--- src/rtl/uart_pkg.sv ---
// Shared definitions for the UART transmitter and receiver: FSM state encoding,
// line levels and the default bit timing.
package uart_pkg;

    localparam int CLKS_PER_BIT_DEFAULT = 8;

    localparam logic LINE_IDLE  = 1'b1;
    localparam logic LINE_START = 1'b0;

    typedef enum logic [2:0] {
        IDLE   = 3'd0,
        START  = 3'd1,
        DATA   = 3'd2,
        PARITY = 3'd3,
        STOP   = 3'd4
    } uart_state_t;

endpackage

--- src/rtl/uart_tx_if.sv ---
// Byte-level valid/ready handshake into the UART transmitter.
// The master offers bytes and the slave (uart_tx) accepts them.
interface uart_tx_if #(
    parameter int DATA_BITS = 8
);
    logic                 tx_valid;
    logic [DATA_BITS-1:0] tx_data;
    logic                 tx_ready;

    modport master (output tx_valid, output tx_data, input tx_ready);
    modport slave  (input tx_valid, input tx_data, output tx_ready);
endinterface

--- src/rtl/uart_tx_baud_gen.sv ---
// Bit-period timer: bit_tick pulses on the last clock of every CLKS_PER_BIT period
// while enabled. bit_pre_tick pulses one clock earlier, so a registered output can line up with bit_tick.
module uart_baud_gen
    import uart_pkg::*;
#(
    parameter int CLKS_PER_BIT = CLKS_PER_BIT_DEFAULT
) (
    input  logic clk,
    input  logic rst,
    input  logic clear,
    input  logic enable,
    output logic bit_tick,
    output logic bit_pre_tick
);
    localparam int CNT_W = $clog2(CLKS_PER_BIT);
    localparam logic [CNT_W-1:0] LAST_CNT = CNT_W'(CLKS_PER_BIT - 1);
    localparam logic [CNT_W-1:0] PRE_CNT  = CNT_W'(CLKS_PER_BIT - 2);

    logic [CNT_W-1:0] clk_cnt;

    assign bit_tick     = enable && (clk_cnt == LAST_CNT);
    assign bit_pre_tick = enable && (clk_cnt == PRE_CNT);

    // NOTE: state registers use non-blocking assignments so every flop samples pre-edge values.
    always_ff @(posedge clk or posedge rst) begin
        if (rst) begin
            clk_cnt <= '0;
        end else if (clear) begin
            clk_cnt <= '0;
        end else if (enable) begin
            clk_cnt <= bit_tick ? '0 : clk_cnt + CNT_W'(1);
        end
    end
endmodule

--- src/rtl/uart_tx.sv ---
// UART transmitter: start bit, DATA_BITS data bits LSB-first, optional even parity, STOP_BITS stop bits.
// Define UART_TX_PARITY_EN to compile in the parity bit.
module uart_tx
    import uart_pkg::*;
#(
    parameter int CLKS_PER_BIT = CLKS_PER_BIT_DEFAULT,
    parameter int DATA_BITS    = 8,
    parameter int STOP_BITS    = 1
) (
    input  logic      clk,
    input  logic      rst,
    uart_tx_if.slave  bus,
    output logic      data_line,
    output logic      flag
);
    localparam int BIT_W = $clog2(DATA_BITS);
    localparam logic [BIT_W-1:0] LAST_DATA = BIT_W'(DATA_BITS - 1);
    localparam logic [BIT_W-1:0] LAST_STOP = BIT_W'(STOP_BITS - 1);

    uart_state_t          state;
    logic [BIT_W-1:0]     bit_cnt;
    logic [DATA_BITS-1:0] shift_reg;
    logic                 tx_ready_q;
    logic                 accept;
    logic                 bit_tick;
    logic                 bit_pre_tick;

    assign accept       = bus.tx_valid && tx_ready_q;
    assign bus.tx_ready = tx_ready_q;

    uart_baud_gen #(
        .CLKS_PER_BIT (CLKS_PER_BIT)
    ) u_baud_gen (
        .clk          (clk),
        .rst          (rst),
        .clear        (accept),
        .enable       (state != IDLE),
        .bit_tick     (bit_tick),
        .bit_pre_tick (bit_pre_tick)
    );

`ifdef UART_TX_PARITY_EN
    logic parity_bit;

    always_ff @(posedge clk or posedge rst) begin
        if (rst) begin
            parity_bit <= 1'b0;
        end else if (accept) begin
            parity_bit <= ^bus.tx_data;
        end
    end
`endif

    // data_line follows the state one edge later, so every line bit lags its state by one clock.
    always_ff @(posedge clk or posedge rst) begin
        if (rst) begin
            state      <= IDLE;
            bit_cnt    <= '0;
            shift_reg  <= '0;
            tx_ready_q <= 1'b1;
            data_line  <= LINE_IDLE;
            flag       <= 1'b0;
        end else begin
            flag <= 1'b0;
            case (state)
                IDLE: begin
                    data_line <= LINE_IDLE;
                    if (accept) begin
                        shift_reg  <= bus.tx_data;
                        bit_cnt    <= '0;
                        tx_ready_q <= 1'b0;
                        state      <= START;
                    end
                end
                START: begin
                    data_line <= LINE_START;
                    if (bit_tick) begin
                        state <= DATA;
                    end
                end
                DATA: begin
                    data_line <= shift_reg[0];
                    if (bit_tick) begin
                        shift_reg <= shift_reg >> 1;
                        if (bit_cnt == LAST_DATA) begin
                            bit_cnt <= '0;
`ifdef UART_TX_PARITY_EN
                            state   <= PARITY;
`else
                            state   <= STOP;
`endif
                        end else begin
                            bit_cnt <= bit_cnt + BIT_W'(1);
                        end
                    end
                end
`ifdef UART_TX_PARITY_EN
                PARITY: begin
                    data_line <= parity_bit;
                    if (bit_tick) begin
                        state <= STOP;
                    end
                end
`endif
                STOP: begin
                    data_line <= LINE_IDLE;
                    // Raised one clock early so the pulse covers the final clock of the last stop bit.
                    if (bit_pre_tick && (bit_cnt == LAST_STOP)) begin
                        flag <= 1'b1;
                    end
                    if (bit_tick) begin
                        if (bit_cnt == LAST_STOP) begin
                            bit_cnt    <= '0;
                            tx_ready_q <= 1'b1;
                            state      <= IDLE;
                        end else begin
                            bit_cnt <= bit_cnt + BIT_W'(1);
                        end
                    end
                end
                default: begin
                    data_line  <= LINE_IDLE;
                    tx_ready_q <= 1'b1;
                    bit_cnt    <= '0;
                    state      <= IDLE;
                end
            endcase
        end
    end
endmodule

--- src/flat_wrapper.sv ---
// flat-port wrapper written by rule: the top's interface ports become plain ports
module uart_tx_flat import uart_pkg::*;
#(
    parameter int CLKS_PER_BIT = CLKS_PER_BIT_DEFAULT,
    parameter int DATA_BITS    = 8,
    parameter int STOP_BITS    = 1
)
  (clk, rst, data_line, flag, bus_tx_valid, bus_tx_data, bus_tx_ready);
  uart_tx_if #(.DATA_BITS(DATA_BITS)) bus_i ();
  input  logic clk;
  input  logic rst;
  output logic data_line;
  output logic flag;
  input wire logic [$bits(bus_i.tx_valid)-1:0] bus_tx_valid;
  input wire logic [$bits(bus_i.tx_data)-1:0] bus_tx_data;
  output wire logic [$bits(bus_i.tx_ready)-1:0] bus_tx_ready;
  assign bus_i.tx_valid = bus_tx_valid;
  assign bus_i.tx_data = bus_tx_data;
  assign bus_tx_ready = bus_i.tx_ready;
  uart_tx #(.CLKS_PER_BIT(CLKS_PER_BIT), .DATA_BITS(DATA_BITS), .STOP_BITS(STOP_BITS)) u_core (.clk(clk), .rst(rst), .bus(bus_i), .data_line(data_line), .flag(flag));
endmodule
--- config.mk ---
export PLATFORM = sky130hd
export DESIGN_NAME = uart_tx_flat
export DESIGN_NICKNAME = d
export VERILOG_FILES = /design/src/rtl/uart_pkg.sv /design/src/rtl/uart_tx_if.sv /design/src/rtl/uart_tx_baud_gen.sv /design/src/rtl/uart_tx.sv /design/src/flat_wrapper.sv
export SDC_FILE = /design/constraint.sdc
export NUM_CORES = 1
export LEC_CHECK = 0
export ABC_AREA = 1
export CAP_MARGIN = 20
export CORE_MARGIN = 3
export CORE_UTILIZATION = 45
export DETAILED_ROUTE_END_ITERATION = 10
export PLACE_DENSITY = 0.8
export RECOVER_POWER = 50
export SKIP_CTS_REPAIR_TIMING = 1
export SKIP_LAST_GASP = 1
export SLEW_MARGIN = 20
export SYNTH_ARGS = -nofsm -noshare
export SYNTH_HDL_FRONTEND = slang
export SYNTH_SLANG_ARGS = --single-unit
--- constraint.sdc ---
create_clock -name clk -period 1.5 [get_ports clk]
set_input_delay 0.225 -clock clk [delete_from_list [all_inputs] [get_ports clk]]
set_output_delay 0.225 -clock clk [all_outputs]
set_load 0.05 [all_outputs]
==> results.toml, run 1 <==
[yosys]
synthArstFlopShare = 1.000
ys_seq_area_frac = 0.4452
synth_top_area_frac = 0.3987
yosysWarnings = 0
synth.avg_cell_area_sq_um = 7.433
yosys-top-cells-count = "nand2_1, dfrtp_1, inv_1, nand3_1"
synthesis.area_sq_um = 1130
ys_types = 19
synth_edf_count = 0
synth_ff_type = "dfrtp_1"
synthTopCellsByArea = "dfrtp_1, nand2_1, nand3_1, ha_1, inv_1"
synth_top_area_cell = "dfrtp_1"
ys_ff_latch = 20
synth_fp_nets = 169
synthMostInstantiatedCell = "nand2_1"
synthCells = 152

[grt]
grt_pass1_vias = 922
overflow = 0
globalRouteTotalUtil = 0.1435
antenna_found_initial = 0
grt_pass1_wl_mm = 3.657
busiest_layer = "met2"
grt_max_degree = 21
gr-usage-met1 = 0.1771
grt_use_met2 = 0.2421
grtUsageMet3 = 0.02320

[run_status]
status = "finished, final reports clean"

[pwr]
pwr_density_cell_nw_per_um2 = 2158
p_int_mw = 1.671
p_leak_nw = 0.7961
seqPwrFrac = 0.313
p_sw_mw = 1.405
vdd_drop_max_mv = 1.414
clockPowerShare = 0.146
swShare = 0.4567
power_frac_comb = 0.542

[setup_path]
reg2reg_slack_ps = 60
reg2reg_depth = 9
max_stage_delay_ps = 420
cp_slowest_cell = "dfrtp_1"
arrival_ps = 1650
crit_path_end_kind = "flip-flop"
critical_path_class = "flip-flop to flip-flop"
cp-start-kind = "flip-flop"
required_ps = 1710
crit_chain = "ha_2 -> ha_1 -> inv_2 -> buf_6 -> nand3_1 -> nand2_1 -> nor2_2 -> nand3_1 -> nand2_1"
reg2reg_from = "u_core.u_baud_gen.clk_cnt[1]$_DFFE_PP0N_"
cp_max_fo = 4
rr_endpoint = "u_core.state[0]$_DFFE_PP0P_"

[timing]
rsz0062_at_grt = "true"
slew-limit-headroom = 0.2942
slew_violations = 0
finalClockSkew_ps = 3.008
hold_viol_final = 0
hold-worst-slack_ps = 479.9
setup-tns-final_ps = 0
fmax_mhz = 694.0
setup_viol = 0
min_period_over_period = 0.9606
period_needed_ps = 1441
worst_slew_pin_slew_ps = 1059

[min_path]
hold_end = "u_core.shift_reg[7]$_DFFE_PP0P_"
min-delay-path-class = "primary input to flip-flop"
hold_start = "bus_tx_data[7]"
whs_path_depth = 3

[run]
maxCapViolCount = 0

[clock_tree]
clk_path_buf_depth = 2
cts.sinks = 20
cts_root_buffer = "clkbuf_4"
tritoncts = "yes"
cts_inserted_buffers = 3
path_clk_slew_ps = 120
clkLatencyLatePin_ps = 310
h-tree-depth = 1

[floorplanning]
core_sq_um = 2297
die_h_um = 56.11
io_pins = 14
start_util = 0.4918
core.rowCount = 17
dieArea_sq_um = 3148
die_w_um = 56.11

[route]
viasPerCell = 5.060
wire_per_inst_um = 11.13
firstDrtPassIters = 4
drt_iter0_drc = 29
antenna_left = 0
vias = 1017
routed_wl_mm = 2.237
drc = 0

[cells_and_area]
largest_register_ffs = 8
nNetsFinal = 191
diodes = 0
syn_to_final_growth_pct = 26.14
layout-drive-gt1-share = 0.1561
final.fill_count = 199

[placement]
io_buffers = 13
detailed_place_hpwl_mm = 1.657
gp_congestion = 0.8403
[power groups by stage]
stage	Clock [mW]	Sequential, mW	Combinational [mW]
5_1_grt	0.471	0.989	1.86
3_3_place_gp	0	0.954	1.48
4_1_cts	0.448	0.955	1.54
2_1_floorplan	0	0.998	1.07
6_report	0.448	0.962	1.67
3_5_place_dp	0	0.963	1.54
[routing by layer]
metal / share of wire / wire length [um]
met2: 0.50 / 1112
met4: 0.019 / 42
met5: 0 / 0
met1: 0.44 / 984
met3: 0.043 / 97
[layout make-up]
type / count / area (sq um) / area share
Multi-Input combinational cell: 110 / 564.3 / 0.3960
Inverter: 20 / 77.57 / 0.05443
Clock buffer: 3 / 22.52 / 0.01580
Tap cell: 28 / 35.03 / 0.02458
Sequential cell: 20 / 503.0 / 0.3529
Timing Repair Buffer: 19 / 192.7 / 0.1352
Clock inverter: 1 / 30.03 / 0.02107
[cell usage in the layout (no fill, tap or decap), drive strengths merged]
| master | count |
|---|---|
| inv | 20 |
| buf | 8 |
| ha | 6 |
| nand3 | 18 |
| nor3 | 1 |
| bufinv | 1 |
| nand4 | 1 |
| clkbuf | 4 |
| clkdlybuf4s50 | 10 |
| dfrtp | 18 |
| dfstp | 2 |
| o21ai | 9 |
| nand2 | 67 |
| nor2 | 8 |
[critical path: cells and delay by family, from the launching register on]
kind                       cells  cell delay (ps)
adders and majority gates      2              360
buffers and inverters          2              200
DFF                            1              420
and+or+nand+nor                5              350
[cell families after synthesis]
kind of cell | after synthesis | share of synthesized area
flip-flops | 20 | 0.4452
AO/OA/AOI/OAI | 9 | 0.03986
AND/OR/NAND/NOR | 95 | 0.3710
buffers and inverters | 22 | 0.07752
adder cells (fa/ha/maj) | 6 | 0.06644
[stage by stage]
step / util / total power [mW] / worst slack [ps] / cell area [sq um] / cells
finish: 0.6204 / 3.076 / 59.08 / 1425 / 201
global route: 0.6204 / 3.320 / -23.46 / 1425 / 201
CTS: 0.6019 / 2.940 / -65.53 / 1383 / 199
detailed placement: 0.5790 / 2.499 / -40.18 / 1330 / 195
global placement: 0.5790 / 2.438 / 49.73 / 1330 / 195
floorplan: - / 2.067 / 4.387 / 1130 / 152
[worst max path at each step]
stage,start,cells after the start,to
detailed placement,u_core.u_baud_gen.clk_cnt[1]$_DFFE_PP0N_,7,u_core.shift_reg[7]$_DFFE_PP0P_
finish,u_core.u_baud_gen.clk_cnt[1]$_DFFE_PP0N_,9,u_core.state[0]$_DFFE_PP0P_
floorplan,u_core.bus.tx_ready$_DFFE_PP1P_,7,u_core.shift_reg[0]$_DFFE_PP0P_
global placement,u_core.u_baud_gen.clk_cnt[1]$_DFFE_PP0N_,8,u_core.shift_reg[7]$_DFFE_PP0P_
CTS,u_core.u_baud_gen.clk_cnt[1]$_DFFE_PP0N_,7,u_core.shift_reg[7]$_DFFE_PP0P_
global route,u_core.u_baud_gen.clk_cnt[0]$_DFFE_PP0N_,9,u_core.state[0]$_DFFE_PP0P_
Note: power is estimated with default switching activity, not from simulation.
==> run 2, diff against run 1 <==
- PLACE_DENSITY: 0.8 -> 0.78
- clock period: 1.5 -> 1.47 ns (I/O delays scaled with it)
==> results.toml, run 2 (synthesis results as in run 1) <==
[run_status]
status = "finished, final reports clean"

[placement]
place_area_sq_um = 1340
pre_cts_slack_ps = -47.36
detailed_place_hpwl_mm = 1.730
gp_congestion = 0.8331
io_buffers = 13

[clock_tree]
path_clk_slew_ps = 110
clk_path_buf_depth = 2
cts_inserted_buffers = 3
cts.sinks = 20
cts_root_buffer = "clkbuf_4"
clkLatencyLatePin_ps = 300
h-tree-depth = 1
tritoncts = "yes"

[timing]
fin_ws_ps = 45.33
period_needed_ps = 1425
hold-worst-slack_ps = 367.6
rsz0062_at_grt = "true"
slew_violations = 0
hold_viol_final = 0
finalClockSkew_ps = 1.156
min_period_over_period = 0.9692
fmax_mhz = 701.9
setup_viol = 0
worst_slew_pin_slew_ps = 322.6
slew-limit-headroom = 0.7847

[route]
drt_iter0_drc = 39
drc = 0
viasPerCell = 5.123
antenna_left = 0
vias = 1040
firstDrtPassIters = 4
routed_wl_mm = 2.389
wire_per_inst_um = 11.77

[setup_path]
crit_chain = "ha_2 -> ha_4 -> inv_4 -> nand3_2 -> nand2_4 -> nor2_8 -> inv_4 -> nand2_1 -> nand2_1"
cp_slowest_cell = "dfrtp_1"
crit_buf_inv = 2
required_ps = 1710
cp_top_family = "simple AND/OR/NAND/NOR gates"
arrival_ps = 1670
max_stage_delay_ps = 420
reg2reg_slack_ps = 50
cp-start-kind = "flip-flop"
reg2reg_depth = 9
rr_endpoint = "u_core.shift_reg[6]$_DFFE_PP0P_"
crit_path_end_kind = "flip-flop"
reg2reg_from = "u_core.u_baud_gen.clk_cnt[1]$_DFFE_PP0N_"
cp_max_fo = 6
critical_path_class = "flip-flop to flip-flop"

[cells_and_area]
ff_latch_area_sq_um = 504.2
final_common_cell = "nand2_1"
layout-drive-gt1-share = 0.2114
multiInputGateArea_sq_um = 610.6
diodes = 0
nNetsFinal = 193
postLayoutCoreUtil = 0.6383
most-common-layout-cells = "nand2_1, dfrtp_1, inv_1"
largest_register_ffs = 8
design_area_sq_um = 1466
final.fill_count = 212
syn_to_final_growth_pct = 29.79

[min_path]
min-delay-path-class = "primary input to async pin"

[pwr]
pwr_density_cell_nw_per_um2 = 2139
total_power_mw = 3.137
p_leak_nw = 0.7987
vdd_drop_max_mv = 1.453

[grt]
overflow = 0
grt_max_degree = 21
antenna_found_initial = 0
globalRouteTotalUtil = 0.1567
grt_pass1_vias = 1000
grt_pass1_wl_mm = 3.946

[floorplanning]
core_sq_um = 2297
io_pins = 14
start_util = 0.4918
core.rowCount = 17
dieArea_sq_um = 3148
die_w_um = 56.11
die_h_um = 56.11

[run]
maxCapViolCount = 0
run 2: cell types whose count changed in the layout (fill, tap and decap cells not counted), sizes merged:
cell,delta
buf,+2
bufinv,-1
clkdlybuf4s50,-1
dlygate4sd3,+1
nor2,+1
run 2: routing by layer:
metal	GRT usage	vias to the layer above	wire [um]
met1	0.1818	483	1010
met2	0.2821	36	1231
li1	-	517	-
met4	0.06441	0	23
met3	0.02552	4	123
met5	0	-	0
run 2: worst max path at each step:
stage | cells after the start | slack [ps] | start | end
after detailed placement | 9 | -50 | u_core.u_baud_gen.clk_cnt[1]$_DFFE_PP0N_ | u_core.shift_reg[6]$_DFFE_PP0P_
after global placement | 8 | 30 | u_core.u_baud_gen.clk_cnt[1]$_DFFE_PP0N_ | u_core.shift_reg[7]$_DFFE_PP0P_
after floorplan | 7 | 20 | u_core.bus.tx_ready$_DFFE_PP1P_ | u_core.shift_reg[0]$_DFFE_PP0P_
after CTS | 9 | -60 | u_core.u_baud_gen.clk_cnt[1]$_DFFE_PP0N_ | u_core.shift_reg[6]$_DFFE_PP0P_
final | 9 | 50 | u_core.u_baud_gen.clk_cnt[1]$_DFFE_PP0N_ | u_core.shift_reg[6]$_DFFE_PP0P_
after global routing | 9 | -30 | u_core.u_baud_gen.clk_cnt[1]$_DFFE_PP0N_ | u_core.bit_cnt[0]$_DFFE_PP0P_
run 2: layout make-up:
class | count | share of cell area
flip-flops and latches | 20 | 0.3439
repair buffers | 20 | 0.1365
inverters | 20 | 0.05461
clock buffers | 4 | 0.02474
multi-input cells | 111 | 0.4164
well taps | 28 | 0.02389
run 2: report_power, final:
part           leakage [nW]  switching, mW  internal, mW  total [mW]
clock                0.0210          0.165         0.151       0.316
sequential            0.252          0.200         0.800        1.00
combinational         0.526           1.13         0.688        1.82
run 2: tightest hold or removal path: cells and delay by family:
family   cells  cell delay (ps)
buf+inv      3              840
run 2: per-stage QoR:
step	TNS [ps]	instances
after global routing	-166.2	203
after floorplan	0	152
after detailed placement	-285.0	196
after global placement	0	196
final	0	203
after CTS	-516.3	200
==> run 3, diff against run 2 <==
- SLEW_MARGIN: 20 -> unset
==> results of run 3 <==
No change in the layout: final DEF, timing and power equal those of run 2.
